--- src/rtl/sram_bist_sequencer.sv ---
// March-style write-all / read-all BIST traffic generator for the lab SRAM controller.
// Optional SRAM_BIST_INVERT_PASS_EN adds a second pass using the inverted pattern.
module sram_bist_sequencer #(
  parameter int DATA_WIDTH    = 16,
  parameter int ADDR_WIDTH    = 8,
  parameter int ACCESS_CYCLES = 4
) (
  input  logic                  Clock,
  input  logic                  Reset,
  input  logic                  iStart,
  input  logic [DATA_WIDTH-1:0] iSeed,
  input  logic [DATA_WIDTH-1:0] iSRAMDataRead,
  output logic                  oTrigger,
  output logic                  oReadSel,
  output logic [ADDR_WIDTH-1:0] oAddress,
  output logic [DATA_WIDTH-1:0] oDataOut,
  output logic                  oBusy,
  output logic                  oDone,
  output logic                  oPass,
  output logic [15:0]           oErrorCount,
  output logic [ADDR_WIDTH-1:0] oFirstFailAddr
);

  typedef enum logic [2:0] {
    IDLE     = 3'd0,
    WR_ISSUE = 3'd1,
    WR_WAIT  = 3'd2,
    RD_ISSUE = 3'd3,
    RD_WAIT  = 3'd4,
    RD_CHECK = 3'd5,
    DONE     = 3'd6
  } state_t;

  localparam logic [ADDR_WIDTH-1:0] MAX_ADDR  = '1;
  localparam logic [3:0]            WAIT_LOAD = 4'(ACCESS_CYCLES - 1);

  state_t                  state_q, state_d;
  logic                    trigger_q, trigger_d;
  logic                    read_sel_q, read_sel_d;
  logic [ADDR_WIDTH-1:0]   addr_q, addr_d;
  logic [DATA_WIDTH-1:0]   data_q, data_d;
  logic                    busy_q, busy_d;
  logic                    done_q, done_d;
  logic                    pass_ok_q, pass_ok_d;
  logic [15:0]             err_q, err_d;
  logic [ADDR_WIDTH-1:0]   first_fail_q, first_fail_d;
  logic [DATA_WIDTH-1:0]   seed_q, seed_d;
  logic [3:0]              wait_q, wait_d;
  logic                    invert_cur;
  logic [ADDR_WIDTH-1:0]   addr_inc;

`ifdef SRAM_BIST_INVERT_PASS_EN
  logic                    second_pass_q, second_pass_d;
  assign invert_cur = second_pass_q;
`else
  assign invert_cur = 1'b0;
`endif

  assign addr_inc = addr_q + 1'b1;

  function automatic logic [DATA_WIDTH-1:0] pattern(input logic [ADDR_WIDTH-1:0] a,
                                                    input logic [DATA_WIDTH-1:0] seed,
                                                    input logic                  invert);
    logic [DATA_WIDTH-1:0] p;
    p = DATA_WIDTH'(a) ^ seed;
    return invert ? ~p : p;
  endfunction

  // NOTE: every _d gets its hold/default value first so no path through the case infers a latch.
  always_comb begin
    state_d      = state_q;
    trigger_d    = 1'b0;
    read_sel_d   = read_sel_q;
    addr_d       = addr_q;
    data_d       = data_q;
    busy_d       = busy_q;
    done_d       = done_q;
    pass_ok_d    = pass_ok_q;
    err_d        = err_q;
    first_fail_d = first_fail_q;
    seed_d       = seed_q;
    wait_d       = wait_q;
`ifdef SRAM_BIST_INVERT_PASS_EN
    second_pass_d = second_pass_q;
`endif

    case (state_q)
      IDLE, DONE: begin
        if (iStart) begin
          seed_d       = iSeed;
          done_d       = 1'b0;
          pass_ok_d    = 1'b0;
          err_d        = '0;
          first_fail_d = '0;
          addr_d       = '0;
          busy_d       = 1'b1;
          trigger_d    = 1'b1;
          read_sel_d   = 1'b0;
          data_d       = pattern('0, iSeed, 1'b0);
          state_d      = WR_ISSUE;
`ifdef SRAM_BIST_INVERT_PASS_EN
          second_pass_d = 1'b0;
`endif
        end
      end

      WR_ISSUE: begin
        wait_d  = WAIT_LOAD;
        state_d = WR_WAIT;
      end

      WR_WAIT: begin
        if (wait_q == 4'd0) begin
          trigger_d = 1'b1;
          if (addr_q == MAX_ADDR) begin
            addr_d     = '0;
            read_sel_d = 1'b1;
            state_d    = RD_ISSUE;
          end else begin
            addr_d     = addr_inc;
            read_sel_d = 1'b0;
            data_d     = pattern(addr_inc, seed_q, invert_cur);
            state_d    = WR_ISSUE;
          end
        end else begin
          wait_d = wait_q - 4'd1;
        end
      end

      RD_ISSUE: begin
        wait_d  = WAIT_LOAD;
        state_d = RD_WAIT;
      end

      RD_WAIT: begin
        if (wait_q == 4'd0) state_d = RD_CHECK;
        else                wait_d  = wait_q - 4'd1;
      end

      RD_CHECK: begin
        if (iSRAMDataRead != pattern(addr_q, seed_q, invert_cur)) begin
          // A count of zero can only mean no earlier mismatch, since it saturates rather than wraps.
          if (err_q == 16'd0)     first_fail_d = addr_q;
          if (err_q != 16'hFFFF) err_d        = err_q + 16'd1;
        end
        if (addr_q == MAX_ADDR) begin
`ifdef SRAM_BIST_INVERT_PASS_EN
          if (!second_pass_q) begin
            second_pass_d = 1'b1;
            addr_d        = '0;
            trigger_d     = 1'b1;
            read_sel_d    = 1'b0;
            data_d        = pattern('0, seed_q, 1'b1);
            state_d       = WR_ISSUE;
          end else begin
            busy_d    = 1'b0;
            done_d    = 1'b1;
            pass_ok_d = (err_d == 16'd0);
            state_d   = DONE;
          end
`else
          busy_d    = 1'b0;
          done_d    = 1'b1;
          pass_ok_d = (err_d == 16'd0);
          state_d   = DONE;
`endif
        end else begin
          addr_d     = addr_inc;
          trigger_d  = 1'b1;
          read_sel_d = 1'b1;
          state_d    = RD_ISSUE;
        end
      end

      default: begin
        state_d      = IDLE;
        read_sel_d   = 1'b0;
        addr_d       = '0;
        data_d       = '0;
        busy_d       = 1'b0;
        done_d       = 1'b0;
        pass_ok_d    = 1'b0;
        err_d        = '0;
        first_fail_d = '0;
        seed_d       = '0;
        wait_d       = '0;
`ifdef SRAM_BIST_INVERT_PASS_EN
        second_pass_d = 1'b0;
`endif
      end
    endcase
  end

  // NOTE: state registers use non-blocking assignments so every flop samples pre-edge values.
  always_ff @(posedge Clock or posedge Reset) begin
    if (Reset) begin
      state_q      <= IDLE;
      trigger_q    <= 1'b0;
      read_sel_q   <= 1'b0;
      addr_q       <= '0;
      data_q       <= '0;
      busy_q       <= 1'b0;
      done_q       <= 1'b0;
      pass_ok_q    <= 1'b0;
      err_q        <= '0;
      first_fail_q <= '0;
      seed_q       <= '0;
      wait_q       <= '0;
`ifdef SRAM_BIST_INVERT_PASS_EN
      second_pass_q <= 1'b0;
`endif
    end else begin
      state_q      <= state_d;
      trigger_q    <= trigger_d;
      read_sel_q   <= read_sel_d;
      addr_q       <= addr_d;
      data_q       <= data_d;
      busy_q       <= busy_d;
      done_q       <= done_d;
      pass_ok_q    <= pass_ok_d;
      err_q        <= err_d;
      first_fail_q <= first_fail_d;
      seed_q       <= seed_d;
      wait_q       <= wait_d;
`ifdef SRAM_BIST_INVERT_PASS_EN
      second_pass_q <= second_pass_d;
`endif
    end
  end

  assign oTrigger       = trigger_q;
  assign oReadSel       = read_sel_q;
  assign oAddress       = addr_q;
  assign oDataOut       = data_q;
  assign oBusy          = busy_q;
  assign oDone          = done_q;
  assign oPass          = pass_ok_q;
  assign oErrorCount    = err_q;
  assign oFirstFailAddr = first_fail_q;

endmodule

--- config.mk ---
export PLATFORM = sky130hd
export DESIGN_NAME = sram_bist_sequencer
export DESIGN_NICKNAME = d
export VERILOG_FILES = /design/src/rtl/sram_bist_sequencer.sv
export SDC_FILE = /design/constraint.sdc
export NUM_CORES = 1
export LEC_CHECK = 0
export ABC_AREA = 1
export CORE_MARGIN = 8
export CORE_UTILIZATION = 47
export DETAILED_ROUTE_END_ITERATION = 10
export PLACE_DENSITY = 0.76
export SYNTH_ARGS = -nofsm -noshare
export SYNTH_HDL_FRONTEND = slang
export SYNTH_SLANG_ARGS = --single-unit
--- constraint.sdc ---
create_clock -name Clock -period 2.54 [get_ports Clock]
set_input_delay 0.635 -clock Clock [delete_from_list [all_inputs] [get_ports Clock]]
set_output_delay 0.635 -clock Clock [all_outputs]
set_load 0.02 [all_outputs]
# --- Word level (Yosys, flattened, before mapping) ---
# Index checks and enable logic that the tools add are counted.
word_totals:
  register_bits: 76
  latch_bits: 0
  mem_bits_rw: 0
  romBits: 0
  input_bits: 35
  out_inout_bits: 53
  memories: 0
classes:
  n_addsub: 3
  mul: 0
  div: 0
  n_lt_le_gt_ge: 0
  n_eq_ne: 18
  shift: 0
  mux: 42
  n_bitwise: 7
  reduce_logical: 20
op_table:
  columns: ["operator", "count"]
  rows:
  - ["$mux 16", 7]
  - ["$pmux 16 s3", 2]
  - ["$mux 8", 6]
  - ["$logic_not 16->1", 2]
  - ["$pmux 16 s2", 1]
  - ["$pmux 8 s4", 1]
  - ["$xor 8x16->16", 2]
  - ["$pmux 8 s3", 1]
  - ["$ne 2x2->1 const B", 9]
  - ["$pmux 3 s6", 1]
  - ["$add 16x1->16 const B", 1]
  - ["$ne 16x16->1", 1]
  - ["$ne 16x16->1 const B", 1]
  - ["$mux 3", 4]
  - ["$pmux 1 s3", 4]
  - ["$pmux 4 s3", 1]
  - ["$reduce_and 4->1", 3]
  - ["$mux 1", 11]
  - ["$eq 3x3->1 const B", 3]
  - ["$add 8x1->8 const B", 1]
  - ["$eq 8x8->1 const B", 1]
  - ["$reduce_or 4->1", 2]
  - ["$eq 3x2->1 const B", 2]
  - ["$reduce_and 2->1", 3]
  - ["other kinds (12)", 20]

# --- Depth between registers and ports, before layout ---
logic_depth:
  depth_word: 7
  mapped_depth: 16

# --- Least setup slack after synthesis ---
# OpenSTA, ideal clock, no wires.
synth_path:
  path_kind: "register -> register"
  startpoint: "reg err_q[0] (netlist: oErrorCount[0])"
  endpoint: "reg pass_ok_q (netlist: oPass)"
  t_arrival_ns: 2.022
  setup_slack_ns: 0.397
  path_stages_with_launch: 14
  synth_period_minus_slack_ns: 2.143
  cell_sequence: "dfrtp_1 -> ha_1 -> nand3_1 -> nor3_2 -> nand3_1 -> buf_2 -> o21ai_1 -> nand2_1 -> o21ai_1 -> nor2_1 -> nand2_1 -> nor2_1 -> nand2_1 -> nand2_1"
synth_via:
  elab_chain_len: 7
  elab_cells_between_ends: 8
  cone_classes: "add/sub: 1; eq/ne: 1; mux: 5; reduce/logical: 1"
synth_rtl:
  columns: ["element", "line_no", "rtl"]
  rows:
  - ["start, declared", "45", "logic [15:0] err_q, err_d;"]
  - ["start signal, assigned", "221", "err_q <= err_d;"]
  - ["$add 16x1->16 / $ne 16x16->1 (equally long branches)", "144", "if (err_q != 16'hFFFF) err_d = err_q + 16'd1;"]
  - ["$mux 16", "144", null]
  - ["$mux 16 (*)", "141", "if (iSRAMDataRead != pattern(addr_q, seed_q, invert_cur)) begin"]
  - ["$mux 16 (*)", "87", "case (state_q)"]
  - ["$logic_not 16->1 (*)", "164", "pass_ok_d = (err_d == 16'd0);"]
  - ["$mux 1 (*)", "146", "if (addr_q == MAX_ADDR) begin"]
  - ["$pmux 1 s3 (*)", "87", null]
  - ["end signal, assigned", "220", "pass_ok_q <= pass_ok_d;"]
  - ["end, declared", "44", "logic pass_ok_q, pass_ok_d;"]
# Mark *: on every way between the ends. The rest lies on a longest branch, timed or not. The select of a mux whose other input is x is not followed.
# A chain may end at the register's enable or synchronous reset.

# --- Worst setup path in the final report ---
layout_path:
  startpoint: "in iSRAMDataRead[6]"
  endpoint: "reg pass_ok_q (netlist: oPass)"
layout_via:
  elab_chain_len: 6
layout_rtl:
  columns: ["element", "line_no", "rtl"]
  rows:
  - ["start, declared", "12", "input logic [DATA_WIDTH-1:0] iSRAMDataRead,"]
  - ["$ne 16x16->1", "141", null]
  - ["$mux 16", "141", null]
  - ["$mux 16", "87", null]
  - ["$logic_not 16->1", "164", null]
  - ["$mux 1", "146", null]
  - ["$pmux 1 s3", "87", null]
# No other way between the ends. The select of a mux whose other input is x is not followed.

==> run metrics <==
CP Launch Type input port; final hold viol count 0; WP data arrival 2.62 ns; vias in the first global route 4773; unrepaired setup endpoints after global routing no; startpoint of the lowest-slack hold path oFirstFailAddr[7]$_DFFE_PP0P_; total leakage power 2.78 nW; Buffers on Ports 87; worst path required time 2.83 ns; count of synthesis-stage warnings from yosys 0; area of the die 13100 um2; number of slew-limit violations in the final report 0; Tcrit/Tclk final 92.0%; list of cells traversed by the critical path clkdlybuf4s50_1, nand3b_1, nand2_1, nand3_1, nor2_4, buf_4, nand4_1, nand2_1, nand2_1, nor2_1, nand2_1, nor2_1, nand2_1, nand2_1; register clock-pin slew on the reported worst setup and hold paths 0.09 ns; cell depth of the worst flop-to-flop path 12; total clock sinks 76; Layout Nets 792; antenna diode count 0; hold bufs inserted after CTS 0; syn avg cell area 7.25 um2; number of design rule violations left after detail routing 0; instance count of the mapped netlist 628; sequential share of power 31.3%; Clk network pwr share 17.5%; worst min path class reg2reg; worst flop-to-flop path startpoint oAddress[0]$_DFFE_PP0P_; leading register cell type out of synthesis sky130_fd_sc_hd__dfrtp_1; number of top-level design ports 88; CTS tree yes; number of placement rows 36; pin count of the biggest net entering global routing 33; Fin Hold WS 0.485 ns; Synth Area in Compound Gates 12.5%; fraction of synthesized area in multiplexers 0%; fill count 846; Pre-Repair DR Iteration Count 6; fraction of synthesized cell area in xor and xnor cells 2.69%; crit path max fanout 9; sum of net half-perimeters after detailed placement 10600 um; Sequential cell area 1900 um2; combinational family with the most area after synthesis simple AND/OR/NAND/NOR gates; share of cells above drive strength 1 12.0%; worst path bufs/invs 2; status finished, final reports clean; endpoint kind of the worst setup timing path flip-flop; number of register bits inferred by synthesis 76; drt via density 5.37; antenna violations before repair 0; delay of the slowest cell on the worst path 0.44 ns; Maximum Capacitance Violations 0; cell mode on critical path sky130_fd_sc_hd__nand2_1; global-route wire length before repair 23400 um; H-tree depth 3; height of the chip 114 um; number of library cell types mapped by synthesis 37; number of vias after detailed routing 4778; cell depth of the worst setup path 14; PnR worst setup slack 0.203 ns; share of power burned in combinational logic 51.2%; routed len/inst 16.2 um; power density cells 951 nW/um2; final design area excluding fillers 6080 um2; number of synthesized flops with an enable pin 0; Final Skew 0.0119 ns; switching fraction of total power 46.1%; R2R Path End oDataOut[13]$_DFFE_PP0P_; all-layer global routing usage 22.2%; terminating pin of the worst hold path oFirstFailAddr[7]$_DFFE_PP0P_; total overflow reported by the global router 0; Slew Limit Headroom 58.0%; remaining number of nets flagged by the antenna check after routing 0; P_sw 2.67 mW; number of buffers created by CTS 9; synthesized area 4550 um2; clock tree root driver cell sky130_fd_sc_hd__clkbuf_8; area fraction in and, or, nand and nor cells after synthesis 33.6%; area of the multi-input gates 2330 um2; worst vdd ir 0.698 mV; cell area reported after detailed placement 5790 um2; slew of the pin with the lowest slew margin 0.626 ns; top cell family by delay on the critical path simple AND/OR/NAND/NOR gates; DR iter-0 viols 280; internal power summed over all cells 3.12 mW; Worst Path Class, Setup in2reg; aggregate routed wire length 14400 um; worst hold path stage count 2; share of synthesized area occupied by flip-flops and latches 41.8%; Longest Clk Path Bufs 2; x dimension of the die 114 um; fraction of registers with async set or reset after synthesis 100%; P&R area growth vs syn 33.6%; net count of the mapped netlist 668; share of synthesized cell area in full adder, half adder and majority cells 1.37%; f_max 0.428 GHz; initial standard-cell utilization of the core 47.5%; final weighted congestion in routability-driven placement 0.920; critical-path cell with the highest stage delay sky130_fd_sc_hd__clkdlybuf4s50_1; Critical Path Source iSRAMDataRead[6]; final critical delay including setup and external delays 2.34 ns; final setup violation count 0; setup slack, reg-to-reg 0.29 ns; post-placement worst setup slack -0.189 ns; area of the core 9590 um2; clock network latency to the later pin of the worst-skew pair 0.35 ns
power by group through the flow:
stage	logic [mW]	registers [mW]	clock network, mW
after floorplan	1.63	1.97	0
after global placement	2.70	1.81	0
after detailed placement	2.81	1.81	0
after CTS	2.87	1.80	1.03
after global routing	3.27	1.84	1.08
final	2.96	1.81	1.01
flip-flops by register name, summed over array words and instances (netlist names):
name,cells
oDataOut,16
oErrorCount,16
seed_q,16
oAddress,8
oFirstFailAddr,8
wait_q,4
state_q,3
oBusy,1
oDone,1
oPass,1
oReadSel,1
oTrigger,1
kinds of logic (layout without fill, tap and decap cells):
kind of cell | count (synthesis) | count (layout)
AOI/OAI and AO/OA | 102 | 102
xor gates and xnor gates | 14 | 14
adders and majority gates | 5 | 5
buffers and inverters | 88 | 214
DFF | 76 | 76
and+or+nand+nor | 343 | 346
per-stage QoR:
stage / total power [mW] / setup TNS [ns] / cells / utilization [%]
floorplan: 3.60 / 0 / 628 / -
global route: 6.19 / 0 / 890 / 63.4
detailed placement: 4.62 / -1.05 / 868 / 60.3
CTS: 5.70 / 0 / 885 / 62.6
finish: 5.78 / 0 / 890 / 63.4
global placement: 4.51 / -0.140 / 868 / 60.3
how the worst max path moves through the flow:
stage                              endpoint  slack, ns
floorplan                 oPass$_DFFE_PP0P_       0.40
global placement          oPass$_DFFE_PP0P_      -0.14
detailed placement        oPass$_DFFE_PP0P_      -0.19
CTS                 oDataOut[8]$_DFFE_PP0P_       0.01
global route              oPass$_DFFE_PP0P_       0.01
finish                    oPass$_DFFE_PP0P_       0.20
worst min-delay path, cell delays in order, from the launching register on:
cell	delay (ns)
sky130_fd_sc_hd__dfrtp_1	0.35
sky130_fd_sc_hd__nand2_1	0.05
sky130_fd_sc_hd__o31ai_1	0.05
cells in the mapped netlist (2+ instances only):
library cell / count / area share, %
sky130_fd_sc_hd__o21ai_2: 2 / 0.38
sky130_fd_sc_hd__nand4_1: 18 / 2.5
sky130_fd_sc_hd__o21ai_0: 49 / 5.4
sky130_fd_sc_hd__dfrtp_1: 76 / 42
sky130_fd_sc_hd__nor2_2: 5 / 0.69
sky130_fd_sc_hd__inv_2: 11 / 0.91
sky130_fd_sc_hd__a21oi_1: 8 / 0.88
sky130_fd_sc_hd__nand2_1: 194 / 16
sky130_fd_sc_hd__buf_2: 4 / 0.44
sky130_fd_sc_hd__nor4_1: 2 / 0.27
sky130_fd_sc_hd__a31oi_1: 15 / 2.1
sky130_fd_sc_hd__nor3_1: 8 / 0.88
sky130_fd_sc_hd__o22ai_1: 13 / 1.8
sky130_fd_sc_hd__ha_1: 5 / 1.4
sky130_fd_sc_hd__nor2_1: 57 / 4.7
sky130_fd_sc_hd__o21ai_1: 10 / 1.1
sky130_fd_sc_hd__or2_2: 3 / 0.41
sky130_fd_sc_hd__buf_4: 2 / 0.33
sky130_fd_sc_hd__nor2_4: 5 / 1.2
sky130_fd_sc_hd__clkbuf_1: 5 / 0.41
sky130_fd_sc_hd__nand2_2: 2 / 0.27
sky130_fd_sc_hd__inv_1: 62 / 5.1
sky130_fd_sc_hd__nand3_1: 39 / 4.3
sky130_fd_sc_hd__buf_6: 3 / 0.74
sky130_fd_sc_hd__nand3b_1: 6 / 0.99
sky130_fd_sc_hd__xor2_1: 13 / 2.5
cells in the final DEF (no fill, tap or decap), types with 3 or more instances in the layout:
master | netlist | final
sky130_fd_sc_hd__a31oi_1 | 15 | 15
sky130_fd_sc_hd__nand2_1 | 194 | 194
sky130_fd_sc_hd__clkbuf_8 | 0 | 9
sky130_fd_sc_hd__o21ai_2 | 2 | 3
sky130_fd_sc_hd__o21ai_0 | 49 | 49
sky130_fd_sc_hd__ha_1 | 5 | 5
sky130_fd_sc_hd__buf_4 | 2 | 34
sky130_fd_sc_hd__nand3b_1 | 6 | 6
sky130_fd_sc_hd__dfrtp_1 | 76 | 76
sky130_fd_sc_hd__inv_1 | 62 | 61
sky130_fd_sc_hd__nand3_1 | 39 | 39
sky130_fd_sc_hd__a21oi_1 | 8 | 8
sky130_fd_sc_hd__inv_8 | 0 | 3
sky130_fd_sc_hd__clkdlybuf4s50_1 | 0 | 87
sky130_fd_sc_hd__buf_12 | 0 | 3
sky130_fd_sc_hd__or2_2 | 3 | 3
sky130_fd_sc_hd__nor2_2 | 5 | 5
sky130_fd_sc_hd__nor2_4 | 5 | 5
sky130_fd_sc_hd__nand4_1 | 18 | 18
sky130_fd_sc_hd__o22ai_1 | 13 | 13
sky130_fd_sc_hd__nor2_1 | 57 | 57
sky130_fd_sc_hd__o21ai_1 | 10 | 9
sky130_fd_sc_hd__inv_2 | 11 | 11
sky130_fd_sc_hd__xor2_1 | 13 | 13
sky130_fd_sc_hd__nor3_1 | 8 | 8
cell type report:
class	count	share of cell area, %
multi-input combinational	467	38.4
sequential	76	31.3
timing repair buffer	124	19.5
inverter	74	4.63
tap	133	2.74
clock buffer	9	2.04
clock inverter	7	1.46
per-layer routing:
metal	part of all wire, %	track usage [%]
met2	47	36.2
met5	0	0
met4	2.0	8.43
met1	42	27.8
met3	8.5	5.38
timing repair:
| action | CTS | global route |
|---|---|---|
| setup buffers | 0 | 3 |
| pin swaps | 1 | 4 |
| gates resized for setup | 0 | 3 |
| setup endpoints to repair | 8 | 18 |
| cloned | 1 | 2 |
Note: power is estimated with default switching activity, not from simulation.
